`src/rtl/east_west_arbiter.sv`:
```
// Two-requester (East/West) arbiter with tenure limit, round-robin tie break and an all-clear gap.
// Optional grant statistics are built when EW_ARB_STATS_EN is defined.
module east_west_arbiter #(
  parameter int unsigned HOLD_CYCLES  = 4,
  parameter int unsigned CLEAR_CYCLES = 2,
  parameter int unsigned CNT_W        = 8
) (
  input  logic             clk,
  input  logic             rst,
  input  logic             req_e,
  input  logic             req_w,
  output logic             gnt_e,
  output logic             gnt_w,
  output logic             all_clear,
  output logic             last_e,
  output logic [CNT_W-1:0] grant_cnt_e,
  output logic [CNT_W-1:0] grant_cnt_w
);

  typedef enum logic [1:0] {StIdle, StGntE, StGntW, StClear} state_e;

  localparam logic [CNT_W-1:0] HoldMax  = CNT_W'(HOLD_CYCLES - 1);
  localparam logic [CNT_W-1:0] ClearMax = CNT_W'(CLEAR_CYCLES - 1);

  state_e           state_q, state_d;
  logic [CNT_W-1:0] cnt_q, cnt_d;
  logic             last_e_q, last_e_d;
  logic             gnt_e_q, gnt_e_d;
  logic             gnt_w_q, gnt_w_d;
  logic             all_clear_q, all_clear_d;
  logic             decide;
  logic             pick_e, pick_w;

  // Ties go to the side opposite the most recent grant.
  assign pick_e = req_e & (~req_w | ~last_e_q);
  assign pick_w = req_w & (~req_e | last_e_q);

  always_comb begin
    state_d  = state_q;
    cnt_d    = cnt_q;
    last_e_d = last_e_q;
    decide   = 1'b0;

    unique case (state_q)
      StIdle: decide = 1'b1;
      StGntE: begin
        if (!req_e || (cnt_q == HoldMax && req_w)) begin
          state_d = StClear;
          cnt_d   = '0;
        end else if (cnt_q != HoldMax) begin
          cnt_d = cnt_q + 1'b1;
        end
      end
      StGntW: begin
        if (!req_w || (cnt_q == HoldMax && req_e)) begin
          state_d = StClear;
          cnt_d   = '0;
        end else if (cnt_q != HoldMax) begin
          cnt_d = cnt_q + 1'b1;
        end
      end
      StClear: begin
        if (cnt_q == ClearMax) begin
          decide = 1'b1;
        end else begin
          cnt_d = cnt_q + 1'b1;
        end
      end
      default: state_d = StIdle;
    endcase

    if (decide) begin
      cnt_d = '0;
      if (pick_e) begin
        state_d  = StGntE;
        last_e_d = 1'b1;
      end else if (pick_w) begin
        state_d  = StGntW;
        last_e_d = 1'b0;
      end else begin
        state_d = StIdle;
      end
    end

    gnt_e_d     = (state_d == StGntE);
    gnt_w_d     = (state_d == StGntW);
    all_clear_d = ~(gnt_e_d | gnt_w_d);
  end

  always_ff @(posedge clk) begin
    if (rst) begin
      state_q     <= StIdle;
      cnt_q       <= '0;
      last_e_q    <= 1'b0;
      gnt_e_q     <= 1'b0;
      gnt_w_q     <= 1'b0;
      all_clear_q <= 1'b1;
    end else begin
      state_q     <= state_d;
      cnt_q       <= cnt_d;
      last_e_q    <= last_e_d;
      gnt_e_q     <= gnt_e_d;
      gnt_w_q     <= gnt_w_d;
      all_clear_q <= all_clear_d;
    end
  end

  assign gnt_e     = gnt_e_q;
  assign gnt_w     = gnt_w_q;
  assign all_clear = all_clear_q;
  assign last_e    = last_e_q;

`ifdef EW_ARB_STATS_EN
  logic [CNT_W-1:0] stat_e_q, stat_e_d;
  logic [CNT_W-1:0] stat_w_q, stat_w_d;

  // Count grant entries only; counters wrap naturally.
  always_comb begin
    stat_e_d = stat_e_q;
    stat_w_d = stat_w_q;
    if (state_d == StGntE && state_q != StGntE) stat_e_d = stat_e_q + 1'b1;
    if (state_d == StGntW && state_q != StGntW) stat_w_d = stat_w_q + 1'b1;
  end

  always_ff @(posedge clk) begin
    if (rst) begin
      stat_e_q <= '0;
      stat_w_q <= '0;
    end else begin
      stat_e_q <= stat_e_d;
      stat_w_q <= stat_w_d;
    end
  end

  assign grant_cnt_e = stat_e_q;
  assign grant_cnt_w = stat_w_q;
`else
  assign grant_cnt_e = '0;
  assign grant_cnt_w = '0;
`endif

endmodule
```
`config.mk`:
```
export PLATFORM = sky130hd
export DESIGN_NAME = east_west_arbiter
export DESIGN_NICKNAME = d
export VERILOG_FILES = /design/src/rtl/east_west_arbiter.sv
export SDC_FILE = /design/constraint.sdc
export NUM_CORES = 1
export LEC_CHECK = 0
export CORE_ASPECT_RATIO = 0.8
export CORE_MARGIN = 8
export CORE_UTILIZATION = 44
export DETAILED_ROUTE_END_ITERATION = 10
export PLACE_DENSITY_LB_ADDON = 0.08
export RECOVER_POWER = 25
export SYNTH_ARGS = -nofsm -noshare
export SYNTH_HDL_FRONTEND = slang
export SYNTH_SLANG_ARGS = --single-unit
```
`constraint.sdc`:
```
create_clock -name clk -period 2 [get_ports clk]
set_input_delay 0.2 -clock clk [delete_from_list [all_inputs] [get_ports clk]]
set_output_delay 0.2 -clock clk [all_outputs]
set_load 0.01 [all_outputs]
```
After elaboration in Yosys (flattened, before gate mapping)
Cells that the tools add are included.

Add/subtract/negate cells: 1. Eq/ne operators: 9. Muxes and demuxes: 15. Bitwise logic cells: 9. Reduce and logical (&&, ||, !) cells: 12.

Operators with widths (number): 2-to-1 mux 8 bit (4); one-hot mux 8 bit (3 select lines) (1); 2-to-1 mux 2 bit (5); adder 8 x 1 -> 8 bit, second input constant (1); == test 8 x 1 -> 1 bit, second input constant (1); == test 8 x 2 -> 1 bit, second input constant (1); inequality test 8 x 2 -> 1 bit, second input constant (1); == test 2 bit, second input constant (3); == test 2 x 1 -> 1 bit, second input constant (2); NOT 1 bit (4); one-hot mux 2 bit (2 select lines) (1); AND reduction 2 bit (2); 2-to-1 mux 1 bit (3); bitwise OR 1 bit (3); nonzero test 3 bit (1); bitwise AND 1 bit (2); logical AND 1 bit (2); logical NOT 1 bit (2); logical NOT 2 bit (1); logical OR 1 bit (2); inequality test 2 bit, second input constant (1); one-hot mux 1 bit (2 select lines) (1); nonzero test 2 bit (1); OR reduction 2 bit (1).

Bits in registers: 14. Input port bits: 4. Output and inout port bits: 20. Logic and storage cells: 52.

Logic depth before layout (Yosys ltp)
Gate-level depths: netlist of run 1.

Depth after elaboration: 9. Mapped depth: 8.

Least setup slack after synthesis of run 1
Ideal clock, no wire load.

Path type: flip-flop to flip-flop. From: register cnt_q[1]. To: register all_clear_q (netlist: all_clear). Setup time: 123 ps. Arrival: 1953 ps. Path slack: -77 ps. Stages on the path, launching flop included: 9. Buffers on the path: 0. Period minus slack after synthesis: 2077 ps. Cell sequence: dfxtp_1 -> inv_1 -> ha_1 -> and4bb_2 -> a21o_2 -> a311oi_2 -> nor2_1 -> ha_1 -> or2_2.

Cells in the longest elaborated chain, start to end: 9.

RTL lines: start: declaration (RTL line 26) `logic [CNT_W-1:0] cnt_q, cnt_d;`; start signal: assignment (RTL line 100) `cnt_q <= cnt_d;`; == test 8 x 2 -> 1 bit (RTL line 47, 55); logical AND 1 bit (on tied branches) (RTL line 55, 47); logical OR 1 bit (on tied branches) (RTL line 55, 47); 2-to-1 mux 2 bit (on tied branches) (RTL line 55, 47); one-hot mux 2 bit (2 select lines) (RTL line 44) `unique case (state_q)`; 2-to-1 mux 2 bit (*) (RTL line 72) `if (decide) begin`; named net state_d[1] (RTL line 25) `state_e state_q, state_d;`; == test 2 x 1 -> 1 bit / == test 2 bit (equally long branches) (RTL line 85, 86); bitwise OR 1 bit (*) (RTL line 87) `all_clear_d = ~(gnt_e_d | gnt_w_d);`; NOT 1 bit (*) (RTL line 87); named net all_clear_d (RTL line 30) `logic all_clear_q, all_clear_d;`; end signal: assignment (RTL line 104) `all_clear_q <= all_clear_d;`; end: declaration (RTL line 30).

The timed path passes the listed nets; every way through them passes the cells marked *. A chain may end at the register's enable or synchronous reset.

Final worst setup path of run 1
From: register state_q[0]. To: register all_clear_q (netlist: all_clear).

Cells in the longest elaborated chain, start to end: 6.

RTL lines: start: declaration (RTL line 25); start signal: assignment (RTL line 92) `state_q <= StIdle;`; start signal: assignment (RTL line 99) `state_q <= state_d;`; == test 2 bit, or another cell as far along (RTL line 44); one-hot mux 2 bit (2 select lines) / one-hot mux 1 bit (2 select lines) (equally long branches) (RTL line 44); 2-to-1 mux 2 bit (*) (RTL line 72); named net state_d[1] (RTL line 25); == test 2 x 1 -> 1 bit / == test 2 bit (equally long branches) (RTL line 85, 86); bitwise OR 1 bit (*) (RTL line 87); NOT 1 bit (*) (RTL line 87); named net all_clear_d (RTL line 30).

Marked as above.

==> results of run 1 <==
area by class of cell:
| cell class | count | area [µm²] | share of cell area |
|---|---|---|---|
| multi-input cells | 101 | 734.5 | 0.5385 |
| flip-flops and latches | 14 | 285.3 | 0.2092 |
| repair buffers | 32 | 257.7 | 0.1890 |
| clock buffers | 4 | 36.28 | 0.02661 |
| well taps | 25 | 31.28 | 0.02294 |
| inverters | 5 | 18.77 | 0.01376 |
routing by layer:
layer | global-route usage | up-vias
met5 | 0 | -
met4 | 0.02000 | 0
met3 | 0.04188 | 2
met2 | 0.1804 | 39
met1 | 0.1765 | 463
li1 | - | 484
power groups by stage:
stage / sequential, µW / combinational (µW) / clock [µW]
2_1_floorplan: 371 / 415 / 0
3_3_place_gp: 362 / 673 / 0
3_5_place_dp: 363 / 679 / 0
4_1_cts: 361 / 748 / 221
5_1_grt: 365 / 849 / 232
6_report: 360 / 782 / 211
repair_timing:
| action | 4_1_cts | 5_1_grt |
|---|---|---|
| pin swaps | 7 | 4 |
| buffers inserted | 3 | 1 |
| gates resized for setup | 12 | 4 |
| endpoints found under the setup margin | 1 | 3 |
kinds of logic after synthesis:
kind of cell / synth area share
fa+ha+maj: 0.09570
mux: 0.02033
flops: 0.2679
other cells: 0.003585
buf+inv: 0.1364
xor+xnor: 0.02512
compound gates: 0.1818
simple gates: 0.2692
cells in the mapped netlist, types with 2 or more instances:
master,number,share of area
sky130_fd_sc_hd__buf_4,16,0.11
sky130_fd_sc_hd__dfxtp_1,14,0.27
sky130_fd_sc_hd__ha_1,8,0.096
sky130_fd_sc_hd__nand3_1,8,0.038
sky130_fd_sc_hd__a21oi_1,7,0.033
sky130_fd_sc_hd__nor2_1,6,0.022
sky130_fd_sc_hd__inv_1,5,0.018
sky130_fd_sc_hd__nand2_1,5,0.018
sky130_fd_sc_hd__a211oi_1,4,0.029
sky130_fd_sc_hd__a31oi_1,4,0.024
sky130_fd_sc_hd__nand2b_1,4,0.024
sky130_fd_sc_hd__nor3_1,4,0.019
sky130_fd_sc_hd__nand4_1,3,0.018
sky130_fd_sc_hd__a21o_2,2,0.017
sky130_fd_sc_hd__a22oi_1,2,0.014
sky130_fd_sc_hd__nand4b_1,2,0.017
sky130_fd_sc_hd__nor2b_1,2,0.012
sky130_fd_sc_hd__o21ai_0,2,0.0096
sky130_fd_sc_hd__xor2_1,2,0.017
state kept, by name (all words and copies together), names as in the netlist:
| register | cells |
|---|---|
| last_e | 1 |
| all_clear | 1 |
| gnt_e | 1 |
| cnt_q | 8 |
| state_q | 2 |
| gnt_w | 1 |
per-stage QoR:
step | util | area, µm² | worst slack (ns) | power [µW] | hold slack, ns
2_1_floorplan | - | 1104 | 0.002187 | 786.0 | 0.2691
3_3_place_gp | 0.5641 | 1239 | -0.01473 | 1035 | 0.5156
3_5_place_dp | 0.5641 | 1239 | -0.02967 | 1042 | 0.5162
4_1_cts | 0.6080 | 1335 | 0.03390 | 1330 | 0.5345
5_1_grt | 0.6211 | 1364 | 0.0003171 | 1445 | 0.5670
6_report | 0.6211 | 1364 | 0.07512 | 1353 | 0.5301
path summary, 6_finish.rpt:
check | slack [ns] | end | startpoint
max | 0.08 | all_clear | state_q[0]
min | 0.53 | last_e | last_e
max reg2reg | 0.08 | all_clear | state_q[0]
min reg2reg | 0.53 | last_e | last_e
critical path, stage by stage (launching register included):
cell and delay (ns):
sky130_fd_sc_hd__dfxtp_2 0.35, sky130_fd_sc_hd__inv_1 0.08, sky130_fd_sc_hd__ha_1 0.36, sky130_fd_sc_hd__nand2b_4 0.08, sky130_fd_sc_hd__a311o_1 0.28, sky130_fd_sc_hd__o21ai_2 0.09
sky130_fd_sc_hd__nor2_1 0.07, sky130_fd_sc_hd__ha_1 0.29, sky130_fd_sc_hd__or2_4 0.22
==> results.json, run 1 <==
{
  "floorplan.die.height_um": 59.61,
  "cts-buffers-inserted": 3,
  "worstHoldPathCells": 1,
  "buffers_from_clock_root_to_sink_at_most": 2,
  "ys_async_sr_fraction": 0,
  "hold_violations": 0,
  "grt_pass1_wl_um": 4395,
  "final_layout_size_suffix_gt1_frac": 0.3205,
  "initial_utilization": 0.4764,
  "aggregate_negative_setup_slack_ns": 0,
  "design.die.area_mm2": 0.004203,
  "pwr-share-clk": 0.156,
  "critPathArrivalTime_ns": 2.11,
  "synth.distinct_cells": 41,
  "violation_count_after_the_first_detailed_routing_iteration": 30,
  "net_switching_power_uw": 524.8,
  "ys_ff_latch": 14,
  "timing.max_cap.violations": 0,
  "startpoint_type": "register",
  "final_cell_mix": "sky130_fd_sc_hd__buf_4, sky130_fd_sc_hd__conb_1, sky130_fd_sc_hd__dfxtp_1",
  "final_antenna_net_count": 0,
  "detail_route.drc_violations": 0,
  "cts_root_buf": "sky130_fd_sc_hd__clkbuf_4",
  "postSynthCellCount": 122,
  "number_of_iterations_in_the_first_detailed_routing_pass": 4,
  "num_antenna_cells": 0,
  "finalMaxSlewViolations": 0,
  "data_required_time_at_the_worst_endpoint_ns": 2.19,
  "detail_route.wirelength_um": 2575,
  "dp_hpwl_um": 1922,
  "power.combinational.fraction": 0.578,
  "groute.usage.overall": 0.1255,
  "synth.cell_area_mm2": 0.001046,
  "route.top_layer_used": "met4",
  "routedWlPerCell_um": 14.23,
  "seqPwrFrac": 0.266,
  "critPathMaxFanout": 4,
  "final-setup-viol-count": 0,
  "rsz0062_at_grt": "false",
  "total_leakage_power_uw": 0.0005708,
  "core-area_mm2": 0.002196,
  "vdd.ir_drop.worst_mv": 0.7527,
  "gr-total-overflow": 0,
  "synth_seq_area_share": 0.2679,
  "route.detailed.vias_per_inst": 5.459,
  "power_per_cell_area_mw_per_mm2": 992.0,
  "finish.net_count": 169,
  "cts.reportedPaths.clkPinSlew_ns": 0.09,
  "sw_frac_of_total": 0.3879,
  "gpl_wtd_cong": 0.8193,
  "design.portCount": 24,
  "cts_tree": "done",
  "internal_power_uw": 828.1,
  "h_tree_depth": 1,
  "timing.reg2reg.worst_path_depth": 8,
  "finalClockSkew_ns": 0.001817,
  "layout.cells.most_common": "sky130_fd_sc_hd__buf_4",
  "areaGrowthSynthToFinish_pct": 30.38,
  "post-route-period-util": 0.9624,
  "met3_length_um": 151,
  "cts_hold_bufs": 0,
  "placed_cells": 173,
  "floorplan.die.width_um": 70.51,
  "grt_start_max_net_pins": 9,
  "synth.avg_cell_area_um2": 8.574,
  "clk_latency_ns": 0.28,
  "num_vias": 988,
  "cts_num_sinks": 14,
  "fmax_mhz": 519.5,
  "antenna_found_initial": 0,
  "status": "complete, no violations",
  "worstSetupPathType": "register to register",
  "synth_edf_count": 0,
  "synth-main-ff-cell": "sky130_fd_sc_hd__dfxtp_1",
  "first_global_vias": 999,
  "holdCritPathClass": "register to register",
  "floorplan.rows": 15,
  "met1_length_um": 1381,
  "final_cells": 181,
  "detailroute.wirelength.met2_um": 1031,
  "io_buffers": 7,
  "yosysWarningCount": 0,
  "final_period_minus_worst_setup_slack_ns": 1.925,
  "worstSetupEndpointType": "register",
  "fillerInstances": 189
}
No activity file was read; power rests on OpenSTA's default activity.
==> inputs of run 2 (changes only) <==
SLEW_MARGIN = 10   (was not set)
==> results of run 2 <==
No change in the layout: final DEF, timing and power equal those of run 1.
==> inputs of run 3 (changes only) <==
CELL_PAD_IN_SITES_DETAIL_PLACEMENT = 0   (was not set)
CELL_PAD_IN_SITES_GLOBAL_PLACEMENT = 1   (was not set)
CORE_UTILIZATION = 33   (was 44)
SKIP_CTS_REPAIR_TIMING = 1   (was not set)
==> results.json, run 3 (same netlist as run 1, synthesis figures left out) <==
{
  "post-route-period-util": 1.003,
  "violations": "negative setup slack",
  "finish.net_count": 172,
  "total_leakage_power_uw": 0.0005827,
  "fmax_mhz": 498.6,
  "met3_length_um": 108,
  "fillerInstances": 312,
  "h_tree_depth": 1,
  "cpPeakStageDelay_ns": 0.36,
  "grt_pass1_wl_um": 4464,
  "critical_path.slowest_cell": "sky130_fd_sc_hd__dfxtp_4",
  "cts_tree": "done",
  "final_cell_mix": "sky130_fd_sc_hd__buf_4, sky130_fd_sc_hd__conb_1, sky130_fd_sc_hd__dfxtp_1",
  "rsz0062_at_grt": "true",
  "routedWlPerCell_um": 12.91,
  "post_dp_cell_area_mm2": 0.001303,
  "num_antenna_cells": 0,
  "layout.cells.most_common": "sky130_fd_sc_hd__buf_4",
  "worstHoldPathCells": 1,
  "aggregate_negative_setup_slack_ns": -0.005761,
  "dp_hpwl_um": 1975,
  "power_per_cell_area_mw_per_mm2": 993.5,
  "design.portCount": 24,
  "groute.usage.overall": 0.1025,
  "number_of_iterations_in_the_first_detailed_routing_pass": 4,
  "worstSetupPathType": "register to register",
  "timing.max_cap.violations": 0,
  "critPathArrivalTime_ns": 2.14,
  "top_regs": "cnt_q (8), state_q (2)",
  "final-setup-viol-count": 1,
  "data_required_time_at_the_worst_endpoint_ns": 2.13,
  "timing.reg2reg.worst_path_depth": 7,
  "detail_route.wirelength_um": 2569,
  "core-area_mm2": 0.003063,
  "sequential_cell_area_um2": 287.8,
  "hold_violations": 0,
  "floorplan.rows": 18,
  "crit_path_cells": "ha_2, and4bb_2, a21o_4, a311oi_2, nor2_1, ha_1, or2_4",
  "io_buffers": 7,
  "startpoint_type": "register",
  "route.top_layer_used": "met4",
  "critPathTopFamily": "simple AND/OR/NAND/NOR gates",
  "route.detailed.vias_per_inst": 4.834,
  "met1_length_um": 1385,
  "final_layout_size_suffix_gt1_frac": 0.3019,
  "finalMaxSlewViolations": 0,
  "areaGrowthSynthToFinish_pct": 33.85,
  "cts.reportedPaths.clkPinSlew_ns": 0.06,
  "detail_route.drc_violations": 0,
  "total_power_uw": 1391,
  "final_period_minus_worst_setup_slack_ns": 2.006,
  "post-route-worst-setup-slack_ns": -0.005761,
  "final_antenna_net_count": 0,
  "worstSetupEndpointType": "register",
  "first_global_vias": 1018,
  "critical_path_cell_count": 7,
  "multiInputGateArea_um2": 708.2,
  "place_ws_ns": -0.01332,
  "cts_root_buf": "sky130_fd_sc_hd__clkbuf_8",
  "stdcell_area_mm2": 0.001400,
  "detailroute.wirelength.met2_um": 1048,
  "design.die.area_mm2": 0.005238,
  "cts_num_sinks": 14,
  "critPathMaxFanout": 4,
  "largest_register_ffs": 8,
  "num_vias": 962,
  "violation_count_after_the_first_detailed_routing_iteration": 44,
  "finalClockSkew_ns": 0.005143,
  "gpl_wtd_cong": 0.7559,
  "cts-buffers-inserted": 3,
  "max_flop_register": "cnt_q",
  "fin_util": 0.4571,
  "vdd.ir_drop.worst_mv": 0.4844,
  "gr-total-overflow": 0,
  "grt_start_max_net_pins": 9,
  "status": "complete, but fails checks",
  "clk_latency_ns": 0.24,
  "floorplan.die.height_um": 66.36,
  "holdCritPathClass": "register to register",
  "buffers_from_clock_root_to_sink_at_most": 2,
  "floorplan.die.width_um": 78.95,
  "critical_path_buf_inv_count": 0,
  "initial_utilization": 0.3415,
  "antenna_found_initial": 0
}
[run 3: changes by cell type in the layout (fill, tap and decap cells not counted), sizes merged]
cell  previous run  this run
buf             25        28
[run 3: cell type report]
class,instances,share of cell area
clock buffers,4,0.03932
multi-input cells,101,0.5058
flip-flops and latches,14,0.2055
repair buffers,35,0.2002
well taps,40,0.03575
inverters,5,0.01340
[run 3: per-stage QoR]
stage / instances / hold WS, ns
after global routing: 199 / 0.5881
after global placement: 194 / 0.5299
after detailed placement: 194 / 0.5206
after CTS: 198 / 0.5298
after floorplan: 137 / 0.2691
final: 199 / 0.5341
[run 3: power breakdown]
group          total [µW]  switching, µW  internal (µW)
registers             367           35.6            331
logic                 743            368            375
clock network         281            107            174
total                1390            510            881
[run 3: final timing paths]
check | startpoint | to | slack, ns
min reg2reg | last_e | last_e | 0.53
min | last_e | last_e | 0.53
max reg2reg | state_q[0] | all_clear | -0.006
max | state_q[0] | all_clear | -0.006
[run 3: layer usage]
| layer | vias to the layer above | track usage |
|---|---|---|
| met1 | 443 | 0.1441 |
| met3 | 2 | 0.01087 |
| li1 | 486 | - |
| met4 | 0 | 0.04378 |
| met2 | 31 | 0.1538 |
| met5 | - | 0 |
==> edit 1 (settings of run 3) <==
The parameter `CNT_W` goes from 8 to 10.
--- a/src/rtl/east_west_arbiter.sv
+++ b/src/rtl/east_west_arbiter.sv
@@ -3,7 +3,7 @@
 module east_west_arbiter #(
   parameter int unsigned HOLD_CYCLES  = 4,
   parameter int unsigned CLEAR_CYCLES = 2,
-  parameter int unsigned CNT_W        = 8
+  parameter int unsigned CNT_W        = 10
 ) (
   input  logic             clk,
   input  logic             rst,
Ports: changed (resized grant_cnt_e and grant_cnt_w); port bits go from 24 to 28. No check against the original RTL was run, so the function may have changed too.
==> edit 1 against run 3 <==
  * The flow still finishes with violations (setup timing)
  * Area after synthesis is 28% higher
  * Design area is 18% higher
  * Non-clock buffer count is 2 lower
  * Setup slack worse by 50 ps
  * Wire length is 30% higher
  * Power is 50% higher
  * Sequential cell count is 2 higher
  * Combinational power is 83% higher
  * Synthesized cell count is 30% higher
  * Highest routed layer unchanged
==> edit 1: results (changes against run 3) <==
Setup path
The kind of cell with the highest combined delay along the critical path is adder cells. The startpoint of the most critical register-to-register path is state_q[1]. The maximum single-stage delay on the critical path is 370 ps. The worst reg2reg path depth is 8 (+1).

The signal arrival time at the worst endpoint is 2200 ps (+60 ps).

Logic synthesis
The adder and majority cell fraction of the synthesized area is 7.470% (-2.1 points). Sorting the synthesized cells by how often they occur yields 20 x sky130_fd_sc_hd__buf_4, 16 x sky130_fd_sc_hd__dfxtp_1, 14 x sky130_fd_sc_hd__nand3_1. The synthesized-area fraction occupied by ao, oa, aoi and oai cells is 22.41% (+4.2 points). The xor and xnor area share after synthesis is 0% (-2.5 points).

The instance count of the mapped netlist was 158 (+30%). The post-synthesis mux area share was 1.587% (-0.45 points). The post-synthesis cell type count is 44 (+7.3%).

Routing
The first-pass iteration count of the detailed router came to 4 (unchanged). The total vias in the final route is 1169 (+22%). The final routed wire length divided by cell count is 13.70 µm (+6.1%).

Power and ir drop
The cell leakage power came to 0.0006796 µW (+17%). The largest vdd supply drop was 0.0007788 V (+61%). The power dissipated by switching net loads is 878.3 µW (+72%).

Timing
The final total negative setup slack is -56.14 ps (-50.37 ps). The final worst slack is -56.14 ps (-50.37 ps). The worst hold-check slack is 480.1 ps (-53.97 ps).

The final worst clock skew was 4.883 ps (-0.2603 ps). The count of final setup violators is 1 (unchanged).

Outcome
The flow ran to the end, but the final reports show violations. The final reports fail on setup timing.

Placed design
The standard cell area after detailed placement is 1579 µm² (+21%). The placer's final routability congestion estimate is 0.7791 (+3.1%).

Cells and area
The final design area excluding fillers is 1654 µm² (+18%). The fraction of layout instances using a drive strength above 1 is 29.63% (-0.56 points). The number of nets in the layout was 202 (+17%). In the final layout, the registers with the most flip-flops are cnt_q (10), state_q (2). The final standard cell count with taps included and fillers excluded came to 244 (+23%). The filler cell count is 410 (+31%).

Global route
The initial antenna violation count is 0 (unchanged). The global routing usage summed across all routing layers is 11.32% (+1.1 points). The largest net degree at the start of global routing is 15 (+6). The wire length of the first global-routing pass is 5.685 mm (+27%).

Min path
The hold path depth is 2 (+1).

Clock tree
The clock root buffer master is sky130_fd_sc_hd__clkbuf_8.
edit 1: layout make-up:
| class | count | share of cell area [%] |
|---|---|---|
| Timing Repair Buffer | 33 | 16.04 |
| Sequential cell | 16 | 19.67 |
| Clock buffer | 4 | 3.328 |
| Tap cell | 55 | 4.160 |
| Inverter | 11 | 2.647 |
| Multi-Input combinational cell | 125 | 54.16 |
edit 1: worst min-delay path, delay by kind of cell, from the launching register on:
kind                   cells  cell delay (ps)
buffers and inverters      1               60
AOI/OAI and AO/OA          1               50
DFF                        1              320
edit 1: per-layer routing:
layer | global-route usage (%) | up-vias | share of wire (%)
met5 | 0 | - | 0
met4 | 3.422 | 0 | 1.3
met3 | 2.587 | 4 | 3.4
met2 | 15.52 | 28 | 40
met1 | 16.61 | 533 | 56
li1 | - | 604 | -
edit 1: power by group through the flow:
stage               Clock (µW)  Combinational [µW]  Sequential, µW
finish                     297                1360             427
CTS                        307                1350             421
floorplan                    0                 875             450
global placement             0                1330             424
detailed placement           0                1340             428
global route               327                1500             437
==> edit 2 (settings of run 3) <==
Without the edit above. Encoding of `state_e`: now one-hot (4 bits for 4 states).
--- a/src/rtl/east_west_arbiter.sv
+++ b/src/rtl/east_west_arbiter.sv
@@ -17,7 +17,7 @@
   output logic [CNT_W-1:0] grant_cnt_w
 );
 
-  typedef enum logic [1:0] {StIdle, StGntE, StGntW, StClear} state_e;
+  typedef enum logic [3:0] {StIdle = 4'b0001, StGntE = 4'b0010, StGntW = 4'b0100, StClear = 4'b1000} state_e;
 
   localparam logic [CNT_W-1:0] HoldMax  = CNT_W'(HOLD_CYCLES - 1);
   localparam logic [CNT_W-1:0] ClearMax = CNT_W'(CLEAR_CYCLES - 1);
Formal check against the unedited RTL: same outputs for any inputs over 10 cycles, from zero or initial values and one cycle with rst high; not proved beyond that.
==> edit 2 against run 3 <==
  * Clock skew decreased by 2.7 ps
  * First-iteration DRC count grew 39%
  * Setup slack better by 73 ps
  * Global-route usage decreased by 0.75 points
  * Sequential cell count up 2
  * Area after synthesis is 11% higher
  * Sequential share of layout area up 3.3 points
  * Via count grew 4.7%
  * Highest routed layer unchanged
  * Critical path depth shrank 2
  * Wire length grew 6.7%
  * Design area fell by 3.6%
Power is not compared: it rests on default switching activity, and its combinational part moved more than twofold at a synthesized area within 25%.
==> edit 2: results (changes against run 3) <==
Global route
The global routing met3 resource utilization came to 1.684% (+0.60 points). The met1 track demand over resource is 14.56% (+0.16 points). The met2 layer usage reported by global route was 12.08% (-3.3 points). The via count of the first global-routing pass is 911 (-11%).

The largest net degree at the start of global routing is 12 (+3).

Setup path
The maximum single-stage delay on the critical path is 580 ps (+220 ps). The highest-delay cell along the critical path is sky130_fd_sc_hd__or4b_4. The dominant delay contributor by cell family on the critical path is compound AO/OA/AOI/OAI gates. The start point of the critical path is state_q[1].

Cells and area
The area fraction of clock buffers and clock inverters was 4.078% (+0.15 points). The fraction of area in multi-input gates was 53.85% (+3.3 points). The core utilization of the finished layout was 39.71% (-6.0 points). The filler cell count is 374 (+20%).

The number of multi-input combinational cells in the layout is 109 (+7.9%). The number of nets in the layout is 162 (-5.8%). The fraction of layout instances using a drive strength above 1 was 23.23% (-7.0 points).

Routing
The wire length on met1 came to 1.441 mm (+4.0%). The first-iteration detailed-routing DRC count came to 61 (+39%). The met2 wire length was 1.081 mm (+3.1%).

Timing
The final worst clock skew is 2.421 ps (-2.722 ps).

Logic synthesis
The sequential-to-total area share from yosys stat came to 27.53% (+0.73 points). The post-synthesis cell type count came to 47 (+15%). The mean cell area of the mapped netlist came to 8.371 µm² (-2.4%).

Clock tree
The total number of clock tree sinks is 16 (+2).

Placed design
The standard cell area after detailed placement is 1270 µm² (-2.5%). The setup slack after placement came to -177.1 ps (-163.8 ps). The HPWL after detailed placement is 2.126 mm (+7.7%).

Floorplanning
The core region area was 3400 µm² (+11%).

Outcome
The flow ran to the end, and the final reports show no timing, DRC or antenna violations.

Min path
In this run the most critical hold path is launched from rst. In this run the worst hold path is classified as in -> reg.
-- edit 2: changes by cell type after synthesis, moves of 4 or more --
cell	run 3	this run
sky130_fd_sc_hd__ha_1	8	2
sky130_fd_sc_hd__nand3_1	8	3
sky130_fd_sc_hd__a31oi_1	4	0
sky130_fd_sc_hd__and2_1	1	5
sky130_fd_sc_hd__and3_1	0	4
sky130_fd_sc_hd__nand2b_1	4	0
sky130_fd_sc_hd__nor2_1	6	10
-- edit 2: path summary, 6_finish.rpt --
| kind | slack (ps) | depth (start not counted) | end |
|---|---|---|---|
| setup / recovery | 70 | 5 | cnt_q[4] |
| hold / removal | 520 | 2 | last_e |
| setup reg to reg | 70 | 5 | cnt_q[4] |
| hold reg to reg | 540 | 1 | last_e |
-- edit 2: cell families after synthesis --
logic type / after synthesis / synth area share (%)
compound gates: 32 / 21.51
xor+xnor: 5 / 3.764
fa+ha+maj: 2 / 2.150
buf+inv: 29 / 16.88
flops: 16 / 27.53
mux: 2 / 2.150
other cells: 1 / 0.3223
simple gates: 52 / 25.70
